--- config.mk ---
export PLATFORM = sky130hd
export DESIGN_NAME = move_cmd_gen_flat
export DESIGN_NICKNAME = d
export VERILOG_FILES = /design/src/rtl/move_cmd_if.sv /design/src/rtl/move_cmd_gen.sv /design/src/flat_wrapper.sv
export SDC_FILE = /design/constraint.sdc
export NUM_CORES = 1
export LEC_CHECK = 0
export CAP_MARGIN = 20
export CORE_MARGIN = 3
export CORE_UTILIZATION = 45
export CTS_CLUSTER_SIZE = 30
export DETAILED_ROUTE_END_ITERATION = 7
export PLACE_DENSITY = 0.66
export REMOVE_ABC_BUFFERS = 1
export SYNTH_ARGS = -nofsm -noshare
export SYNTH_HDL_FRONTEND = slang
export SYNTH_SLANG_ARGS = --single-unit
--- constraint.sdc ---
create_clock -name clk -period 3.75 [get_ports clk]
set_clock_uncertainty 0.1 [all_clocks]
set_input_delay 0.75 -clock clk [delete_from_list [all_inputs] [get_ports clk]]
set_output_delay 0.75 -clock clk [all_outputs]
set_load 0.01 [all_outputs]
--- src/rtl/move_cmd_if.sv ---
// Pushbutton/game-state inputs and one-hot move pulses of move_cmd_gen.
interface move_cmd_if;
    logic [3:0] key;         // active-low: [3]=left [2]=down [1]=up [0]=right
    logic       lost;
    logic       l, r, u, d;
    logic [7:0] move_count;

    modport master (output key, lost, input l, r, u, d, move_count);
    modport slave  (input key, lost, output l, r, u, d, move_count);
endinterface

--- src/rtl/move_cmd_gen.sv ---
// Turns raw active-low pushbuttons into prioritised one-cycle move pulses with cooldown.
// Define MOVE_REPEAT_EN to add the HOLD state (auto-repeat while a key stays held).
module move_cmd_gen #(
    parameter int unsigned COOLDOWN   = 4,
    parameter int unsigned REPEAT_DLY = 16,
    parameter int unsigned REPEAT_PER = 8
) (
    input  logic      clk,
    input  logic      rst,
    move_cmd_if.slave bus
);
    // Direction codes double as the KEY bit index of each button.
    typedef enum logic [1:0] {DIR_R = 2'd0, DIR_U = 2'd1, DIR_D = 2'd2, DIR_L = 2'd3} dir_e;
`ifdef MOVE_REPEAT_EN
    typedef enum logic [1:0] {ARM, IDLE, COOL, HOLD} state_e;
    localparam int unsigned   REP_MAX   = (REPEAT_DLY > REPEAT_PER) ? REPEAT_DLY : REPEAT_PER;
    localparam int unsigned   RW        = $clog2(REP_MAX + 1);
    localparam logic [RW-1:0] REP_FIRST = RW'(REPEAT_DLY);
    localparam logic [RW-1:0] REP_NEXT  = RW'(REPEAT_PER);
`else
    typedef enum logic [1:0] {ARM, IDLE, COOL} state_e;
`endif
    localparam logic [7:0] COOL_LOAD = 8'(COOLDOWN);

    logic [3:0] sync1_q, sync2_q, hist_q;
    logic [1:0] settle_q;
    state_e     state_q;
    logic [7:0] cool_q;
    logic [3:0] pulse_q;
    logic [7:0] count_q, count_d;
    logic [3:0] press;
    dir_e       pick;
`ifdef MOVE_REPEAT_EN
    dir_e          fired_q;
    logic [RW-1:0] rep_q;
    logic          first_q;
`endif

    // NOTE: every always_comb output is given a default first, so no path can infer a latch.
    always_comb begin
        press = hist_q & ~sync2_q;
        pick  = DIR_R;
        if      (press[DIR_U]) pick = DIR_U;
        else if (press[DIR_D]) pick = DIR_D;
        else if (press[DIR_L]) pick = DIR_L;
        count_d = (count_q == 8'hFF) ? count_q : count_q + 8'd1;
    end

    // NOTE: sequential state uses non-blocking (<=) so every flop samples pre-edge values.
    always_ff @(posedge clk or posedge rst) begin
        if (rst) begin
            sync1_q  <= '1;
            sync2_q  <= '1;
            hist_q   <= '1;
            settle_q <= '0;
            state_q  <= ARM;
            cool_q   <= '0;
            pulse_q  <= '0;
            count_q  <= '0;
`ifdef MOVE_REPEAT_EN
            fired_q  <= DIR_R;
            rep_q    <= '0;
            first_q  <= 1'b0;
`endif
        end else begin
            sync1_q <= bus.key;
            sync2_q <= sync1_q;
            hist_q  <= sync2_q;
            // ARM may only judge the keys once the synchronizer holds real samples.
            if (settle_q != 2'd2) settle_q <= settle_q + 2'd1;
            pulse_q <= '0;
            if (bus.lost) begin
                state_q <= ARM;
                cool_q  <= '0;
`ifdef MOVE_REPEAT_EN
                rep_q   <= '0;
                first_q <= 1'b0;
`endif
            end else begin
                unique case (state_q)
                    ARM: begin
                        if (settle_q == 2'd2 && (&sync2_q)) state_q <= IDLE;
                    end
                    IDLE: begin
                        if (|press) begin
                            pulse_q <= 4'b0001 << pick;
                            count_q <= count_d;
                            cool_q  <= COOL_LOAD;
                            state_q <= COOL;
`ifdef MOVE_REPEAT_EN
                            fired_q <= pick;
                            rep_q   <= RW'(1);
                            first_q <= 1'b1;
`endif
                        end
                    end
                    COOL: begin
                        cool_q <= cool_q - 8'd1;
`ifdef MOVE_REPEAT_EN
                        rep_q  <= rep_q + RW'(1);
                        if (cool_q == 8'd1) state_q <= sync2_q[fired_q] ? IDLE : HOLD;
`else
                        if (cool_q == 8'd1) state_q <= IDLE;
`endif
                    end
`ifdef MOVE_REPEAT_EN
                    HOLD: begin
                        // rep_q counts cycles since the last pulse of the held key.
                        if (sync2_q[fired_q]) begin
                            state_q <= IDLE;
                        end else if (rep_q == (first_q ? REP_FIRST : REP_NEXT)) begin
                            pulse_q <= 4'b0001 << fired_q;
                            count_q <= count_d;
                            cool_q  <= COOL_LOAD;
                            state_q <= COOL;
                            rep_q   <= RW'(1);
                            first_q <= 1'b0;
                        end else begin
                            rep_q <= rep_q + RW'(1);
                        end
                    end
`endif
                    default: state_q <= ARM;
                endcase
            end
        end
    end

    assign bus.r          = pulse_q[DIR_R];
    assign bus.u          = pulse_q[DIR_U];
    assign bus.d          = pulse_q[DIR_D];
    assign bus.l          = pulse_q[DIR_L];
    assign bus.move_count = count_q;
endmodule

--- src/flat_wrapper.sv ---
// flat-port wrapper written by rule: the top's interface ports become plain ports
module move_cmd_gen_flat 
#(
    parameter int unsigned COOLDOWN   = 4,
    parameter int unsigned REPEAT_DLY = 16,
    parameter int unsigned REPEAT_PER = 8
)
  (clk, rst, bus_key, bus_lost, bus_l, bus_r, bus_u, bus_d, bus_move_count);
  move_cmd_if bus_i ();
  input  logic clk;
  input  logic rst;
  input wire logic [$bits(bus_i.key)-1:0] bus_key;
  input wire logic [$bits(bus_i.lost)-1:0] bus_lost;
  output wire logic [$bits(bus_i.l)-1:0] bus_l;
  output wire logic [$bits(bus_i.r)-1:0] bus_r;
  output wire logic [$bits(bus_i.u)-1:0] bus_u;
  output wire logic [$bits(bus_i.d)-1:0] bus_d;
  output wire logic [$bits(bus_i.move_count)-1:0] bus_move_count;
  assign bus_i.key = bus_key;
  assign bus_i.lost = bus_lost;
  assign bus_l = bus_i.l;
  assign bus_r = bus_i.r;
  assign bus_u = bus_i.u;
  assign bus_d = bus_i.d;
  assign bus_move_count = bus_i.move_count;
  move_cmd_gen #(.COOLDOWN(COOLDOWN), .REPEAT_DLY(REPEAT_DLY), .REPEAT_PER(REPEAT_PER)) u_core (.clk(clk), .rst(rst), .bus(bus_i));
endmodule
==> run_results.csv <==
group,metric,value,unit
outcome,status,"finished clean",
clock_tree,cts_hold_buf,0,
flow_run,maxCapViolations,0,
power_and_ir_drop,p_per_area,392.4,mW/mm^2
min_path,hold_depth,0,
floorplanning,die_w,65.78,um
global_route,grt_start_max_net_pins,16,
placed_design,place_hpwl,2186,um
clock_tree,clock_latency,0.34,ns
routing,dr.pass1.iters,4,
sta,rsz0062_at_grt,"no",
routing,first_iter_violations,94,
synthesis,synth_area_leaders,"dfrtp_1 37%, dfstp_2 20%, xor2_1 3.3%, ha_1 3.1%, nor2b_1 1.9%",
finish,drive_gt1_share,17.28,%
sta,tightest_slew,0.5516,ns
placed_design,place_congestion,0.7746,
setup_path,r2r-end,"u_core.bus.move_count[1]",
synthesis,yosysTopAreaCell,"dfrtp_1",
floorplanning,std_cell_rows,21,
clock_tree,cts_buffer_depth,2,
finish,seq_area,915.9,um^2
global_route,track_usage,15.81,%
finish,layout.nets,172,
sta,finalSetupTns,0,ns
setup_path,path_class,"in -> reg",
setup_path,critical_path_arrival,2.55,ns
floorplanning,initial_utilization,47.43,%
synthesis,yosys.cell_types.count,40,
setup_path,crit_path_max_fanout,10,
synthesis,yosysWarnings,0,
finish,fillerInstances,293,
power_and_ir_drop,p_leak,0.8335,nW
synthesis,syn_area,0.001608,mm^2
routing,viasPerCell,5.438,
synthesis,synth_edf_count,0,
synthesis,avgSynthCellArea,11.82,um^2
clock_tree,cts-root-buf,"clkbuf_4",
finish,stdcell_count,208,
sta,final_hold_viol_count,0,
clock_tree,cts_max_level,2,
sta,slew_headroom,62.89,%
sta,hold_ws,0.2652,ns
finish,antenna_cells,0,
clock_tree,clk_pin_slew,0.11,ns
min_path,hold_end,"u_core.sync2_q[2]",
synthesis,async_reset_ff_share,100.0,%
clock_tree,postCtsResizedCells,0,
synthesis,syn_inst,136,
setup_path,r2r_slack,1.83,ns
synthesis,yosysTopAreaCellShare,37.35,%
routing,drc,0,
setup_path,required,3.89,ns
clock_tree,cts_tree,"done",
synthesis,synthTopCellsByCount,"24 x dfrtp_1, 12 x dfstp_2, 8 x nor2_1",
global_route,antenna_found_initial,0,
synthesis,yosysSeqAreaShare,56.96,%
floorplanning,die_h,65.78,um
sta,min_period,2.414,ns
finish,syn2layout_area_growth,20.08,%
routing,drt_wl_total,2878,um
global_route,grt_pass1_vias,1109,
floorplanning,io-pin-count,19,
routing,antenna_left,0,
global_route,grt_pass1_wl,5057,um
clock_tree,clock_sinks,36,
setup_path,r2r_start,"u_core.sync2_q[1]",
clock_tree,cts_setup_buffers,0,
synthesis,yosys.cell_count.top_type,"dfrtp_1",
setup_path,start_kind,"input pin",
placed_design,dp.cells,200,
floorplanning,design.core.area,0.003390,mm^2
min_path,worstHoldPathType,"reg -> reg",
min_path,hp-start,"u_core.sync1_q[2]",
synthesis,ys_seq_elements,36,
setup_path,rr_worst_depth,4,
routing,vias,1131,
floorplanning,design.die.area,0.004326,mm^2
routing,routedWlPerCell,13.84,um
placed_design,io_buffers,18,
sta,fmax,414.2,MHz
global_route,grt_overflow,0,
clock_tree,numCtsBuffers,5,
power_and_ir_drop,ir_worst_vdd,269.5,uV
setup_path,end_kind,"flip-flop",
finish,multi_input_area,656.9,um^2
sta,drv_slew,0,
synthesis,ys.flop_type,"dfrtp_1",
sta,finalSetupViolations,0,
sta,finalCritPeriodShare,64.38,%
finish,final_util,56.96,%
-- worst max-delay path by stage --
stage               cells after the start  slack, ns  startpoint                       end
floorplan                               4       1.81    bus_lost  u_core.bus.move_count[1]
global placement                        5       1.05    bus_lost  u_core.bus.move_count[1]
detailed placement                      5       0.95    bus_lost  u_core.bus.move_count[1]
CTS                                     5       1.34    bus_lost  u_core.bus.move_count[1]
global route                            5       1.26    bus_lost  u_core.bus.move_count[1]
finish                                  5       1.34    bus_lost  u_core.bus.move_count[1]
-- layout make-up --
type | instances | area share, %
repair buffers | 20 | 10.11
clock buffers | 6 | 3.240
well taps | 46 | 2.981
multi-input cells | 91 | 34.02
flip-flops and latches | 36 | 47.44
inverters | 7 | 1.361
clock inverters | 2 | 0.8425
-- routing by layer --
metal  up-vias  global-route usage, %  wire length (um)
li1        547                      -                 -
met1       547                  21.39              1387
met2        30                  23.03              1287
met3         7                  4.592               147
met4         0                  7.772                55
met5         -                      0                 0
-- critical path, cell delays in order --
cell and delay [ns]:
clkdlybuf4s50_1 0.61, nor3b_4 0.38, o41ai_4 0.19, nor2_1 0.27
mux2_1 0.35
-- per-stage QoR --
stage	setup WS [ns]	cell area [um^2]	power [W]
after floorplan	1.807	1599	0.0004738
after global placement	1.047	1852	0.0005114
after detailed placement	0.9503	1852	0.0005143
after CTS	1.345	1931	0.0007679
after global routing	1.263	1931	0.0007959
final	1.336	1931	0.0007575
-- power breakdown --
part	switching, W	internal [W]	leakage (nW)
sequential	0.0000181	0.000411	0.454
combinational	0.0000380	0.0000383	0.340
clock	0.000136	0.000116	0.0400
total	0.000192	0.000565	0.834
-- flip-flops by register name, indices dropped and copies added, names as in the netlist --
name and flops:
u_core.bus.move_count 8, u_core.cool_q 8, u_core.hist_q 4, u_core.pulse_q 4
u_core.sync1_q 4, u_core.sync2_q 4, u_core.settle_q 2, u_core.state_q 2
-- layout by cell type, fill, tap and decap left out, drive strengths merged, types with 3 or more instances in the layout --
master | Yosys | layout
inv | 7 | 8
nor4 | 5 | 5
a311oi | 3 | 3
and3 | 4 | 4
a21oi | 6 | 6
nand2b | 4 | 4
nand2 | 6 | 6
clkbuf | 1 | 6
xor2 | 6 | 6
nor3 | 4 | 4
nor2b | 5 | 5
clkdlybuf4s50 | 0 | 18
a31oi | 3 | 3
nand4 | 3 | 3
dfstp | 12 | 12
ha | 4 | 4
nor2 | 8 | 8
dfrtp | 24 | 24
nand3 | 6 | 6
o41ai | 3 | 3
-- kinds of logic after synthesis --
group,share of synthesized area (%)
compound gates,11.60
xor+xnor,4.358
fa+ha+maj,3.113
buf+inv,2.179
flops,56.97
mux,0.7003
simple gates,21.09
Power figures use the tool's default switching activity.
==> edit 1 (config.mk and constraints unchanged) <==
Add a define of `MOVE_REPEAT_EN`.
--- a/src/rtl/move_cmd_gen.sv
+++ b/src/rtl/move_cmd_gen.sv
@@ -1,5 +1,7 @@
 // Turns raw active-low pushbuttons into prioritised one-cycle move pulses with cooldown.
 // Define MOVE_REPEAT_EN to add the HOLD state (auto-repeat while a key stays held).
+`define MOVE_REPEAT_EN
+
 module move_cmd_gen #(
     parameter int unsigned COOLDOWN   = 4,
     parameter int unsigned REPEAT_DLY = 16,
Formal check against the unedited RTL: not equivalent (Yosys sat finds a counterexample within 10 cycles, from zero or initial values and one cycle with rst high).
==> edit 1 against the unedited design <==
Sequential power rose by 47%; worst setup slack got worse by 0.37 ns; global-route usage rose by 1.3 points; sequential cell count rose by 8; core utilization fell by 0.65 points; highest routed layer unchanged; total power rose by 66%; area after synthesis rose by 36%; fmax fell by 13%; clock power rose by 25%; wire length rose by 48%; non-clock buffer count rose by 1; via count rose by 41%; largest cell class unchanged; final area rose by 31%.
==> edit 1: results (changes against the unedited design) <==
* Dpl cells at 272 (was 200)
* Min-Delay Endpoint: u_core.sync2_q[0] (was u_core.sync2_q[2])
* Dpl cell area at 0.00243 sq mm (was 0.00185 sq mm)
* WHS at 0.259 ns (was 0.265 ns)
* Clock-pin slew on the worst setup and hold paths at 0.09 ns (was 0.11 ns)
* Post-synth cell types at 54 (was 40)
* Post-synthesis sequential area ratio at 51.1% (was 57.0%)
* Measured slew at the worst slew-check pin at 0.547 ns (was 0.552 ns)
* Cell Int Power at 0.837 mW (was 0.565 mW)
* Root buf cell: clkbuf_8 (was clkbuf_4)
* Met1 Use GR at 23.1% (was 21.4%)
* Final-stage net count at 241 (was 172)
* Arrival @ worst endpoint at 2.88 ns (was 2.55 ns)
* HPWL after DPL at 3.01 mm (was 2.19 mm)
* Maximum vdd drop at 0.303 mV (was 0.269 mV)
* Status: complete, no violations (unchanged)
* WL final at 4.26 mm (was 2.88 mm)
* First-pass GRT wire length at 7.46 mm (was 5.06 mm)
* WL met1 at 2.09 mm (was 1.39 mm)
* Iteration-0 DRC Markers at 118 (was 94)
* Pre-CTS setup slack at 0.692 ns (was 0.950 ns)
* Routability cong. at 0.829 (was 0.775)
* Worst R2R Setup Slack at 1.41 ns (was 1.83 ns)
* Clk pwr at 0.315 mW (was 0.252 mW)
* First-pass DRT Iterations at 5 (was 4)
* Clock Power Share at 25.0% (was 33.3%)
* Most frequent cells after synthesis: dfrtp_1, nand2_1, nor2_1, dfstp_2 (was dfrtp_1, dfstp_2, nor2_1, inv_1)
* CP max FO at 11 (was 10)
## edit 1: changes by cell type in the layout (fill, tap and decap cells not counted), moves of 6 or more
cell,delta
dfrtp_1,+8
nand2_1,+12
nor2_1,+6
nor3_1,+6
o21ai_0,+8
## edit 1: cells by family after synthesis
kind of cell | Yosys count | synth area share (%)
xor gates and xnor gates | 9 | 3.61
buffers and inverters | 13 | 2.29
AOI/OAI and AO/OA | 43 | 15.5
muxes | 3 | 2.01
and+or+nand+nor | 86 | 22.0
DFF | 44 | 51.1
adders and majority gates | 6 | 3.44
## edit 1: critical path: stages
cell and delay, ns:
clkdlybuf4s50_1 0.59, nor3b_2 0.50, o41ai_4 0.22, a21boi_4 0.21, nor2_1 0.25, mux2_2 0.36
## edit 1: cell type report
class	instances	area, sq um	share of cell area, %
flip-flops and latches	44	1120	44.0
multi-input cells	147	1020	40.1
repair buffers	21	210	8.29
clock buffers	5	68.8	2.71
well taps	52	65.1	2.57
inverters	9	33.8	1.33
clock inverters	3	26.3	1.04
==> edit 2 (same settings) <==
Without the edit above. Re-encode `state_e` (3 states) as one-hot, 3 bits wide.
--- a/src/rtl/move_cmd_gen.sv
+++ b/src/rtl/move_cmd_gen.sv
@@ -18,7 +18,7 @@
     localparam logic [RW-1:0] REP_FIRST = RW'(REPEAT_DLY);
     localparam logic [RW-1:0] REP_NEXT  = RW'(REPEAT_PER);
 `else
-    typedef enum logic [1:0] {ARM, IDLE, COOL} state_e;
+    typedef enum logic [2:0] {ARM = 3'b001, IDLE = 3'b010, COOL = 3'b100} state_e;
 `endif
     localparam logic [7:0] COOL_LOAD = 8'(COOLDOWN);
 
Function: same outputs for any inputs over 10 cycles, from zero or initial values and one cycle with rst high; not proved beyond that.
==> edit 2 against the unedited design <==
Wire length fell by 12%; worst setup slack improved by 0.083 ns; final area fell by 3.8%; sequential cell count rose by 1; largest cell class unchanged; register-to-register slack barely moved; area after synthesis fell by 2.0%; critical path type unchanged; non-clock buffer count fell by 1.
Power is not compared: it rests on default switching activity, and its combinational part moved more than twofold at a synthesized area within 25%.
==> edit 2: results (changes against the unedited design) <==
* Arrival @ worst endpoint at 2.47 ns (was 2.55 ns)
* Critical-path top delay cell: clkdlybuf4s50_1 (unchanged)
* Worst Reg-to-Reg Cells at 4 (unchanged)
* Worst R2R Setup Slack at 1.83 ns (about the same)
* Clock Tree Buf Depth at 2 (unchanged)
* GRT Total Usage at 14.7% (was 15.8%)
* Vias per cell at 5.17 (was 5.44)
* Routability cong. at 0.842 (was 0.775)
* CP max FO at 10 (unchanged)
* Clock-pin slew on the worst setup and hold paths at 0.11 ns (about the same)
* IO Port Bufs at 18 (unchanged)
* Min-Delay Endpoint: u_core.sync2_q[1] (was u_core.sync2_q[2])
* CP Launch Point: bus_lost (unchanged)
* Most frequent cells after synthesis: dfrtp_1, dfstp_2, nor2_1, xnor2_1, nand2b_1 (was dfrtp_1, dfstp_2, nor2_1, inv_1)
* WHS Path Cells at 0 (unchanged)
* Routed WL per cell at 12.7 um (was 13.8 um)
* Startpoint of the worst hold path: u_core.sync1_q[1] (was u_core.sync1_q[2])
* Compound-Gate Fraction of Synth Area at 8.42% (was 11.6%)
* HPWL after DPL at 1.85 mm (was 2.19 mm)
* Iteration-0 DRC Markers at 70 (was 94)
* H-tree Lvls at 2 (unchanged)
* Xor and xnor area share after synthesis at 7.78% (was 4.36%)
* Skew-Pair Late Insertion Delay at 0.34 ns (about the same)
* First-pass GRT wire length at 4.70 mm (was 5.06 mm)
* Worst reg2reg path endpoint: u_core.bus.move_count[1] (unchanged)
* Post-synth cell types at 35 (was 40)
* Layout cells sized above 1 at 16.7% (was 17.3%)
* DRC viols at 0 (unchanged)
* Status: complete, no violations (unchanged)
* Measured slew at the worst slew-check pin at 0.436 ns (was 0.552 ns)
* Dpl cell area at 0.00180 sq mm (was 0.00185 sq mm)
* Clock buffer count from CTS at 5 (unchanged)
* Largest net degree at the start of global routing at 38 (was 16)
* Post-synthesis sequential area ratio at 59.8% (was 57.0%)
* Final-stage net count at 166 (was 172)
* Number of global-route vias before repair at 1,037 (was 1,109)
* Number of diodes at 0 (unchanged)
* Post-synthesis mux area share at 0.715% (was 0.700%)
* Max incr delay on CP at 0.57 ns (was 0.61 ns)
* Critical R2R Launch: u_core.state_q[2] (was u_core.sync2_q[1])
* # resized after CTS at 0 (unchanged)
* Synth area leaders: dfrtp_1, dfstp_2, xnor2_1, ha_1, nor2_1 (was dfrtp_1, dfstp_2, xor2_1, ha_1, nor2b_1)
* WHS at 0.265 ns (about the same)
* Adder-Cell Fraction of Synth Area at 3.18% (was 3.11%)
[edit 2: worst max-delay path by stage]
stage                                          end
final                     u_core.bus.move_count[1]
after floorplan           u_core.bus.move_count[1]
after global routing      u_core.bus.move_count[1]
after detailed placement  u_core.bus.move_count[1]
after CTS                 u_core.bus.move_count[1]
after global placement    u_core.bus.move_count[1]
[edit 2: layout make-up]
class | count | area (sq um)
Clock buffer | 5 | 37.5
Clock inverter | 3 | 18.8
Fill cell | 286 | 1350
Inverter | 5 | 18.8
Multi-Input combinational cell | 87 | 598
Sequential cell | 37 | 942
Tap cell | 44 | 55.1
Timing Repair Buffer | 19 | 188
[edit 2: kinds of logic (layout without fill, tap and decap cells)]
family                   count (synthesis)  after routing
buffers and inverters                    7             32
AND/OR/NAND/NOR                         51             51
AO/OA/AOI/OAI                           17             17
XOR/XNOR                                14             14
multiplexers                             1              1
adder cells (fa/ha/maj)                  4              4
flip-flops                              37             37
[edit 2: layer usage]
layer | part of all wire (%) | GRT usage, %
met1 | 45 | 17.0
met2 | 48 | 24.3
met3 | 5.4 | 5.64
met4 | 2.1 | 6.22
met5 | 0 | 0
[edit 2: where the power goes]
group          total [mW]  leakage [nW]  switching [mW]  internal [mW]
sequential          0.421         0.464         0.00719          0.414
combinational      0.0367         0.294          0.0209         0.0158
clock               0.209        0.0364           0.135         0.0744
[edit 2: through the flow]
stage               std cells  setup WS [ns]  total power [mW]  utilization (%)
floorplan                 129           1.83             0.450                -
global placement          192           1.10             0.465             56.3
detailed placement        192           1.05             0.466             56.3
CTS                       200           1.42             0.679             58.0
global route              200           1.34             0.710             58.0
finish                    200           1.42             0.667             58.0
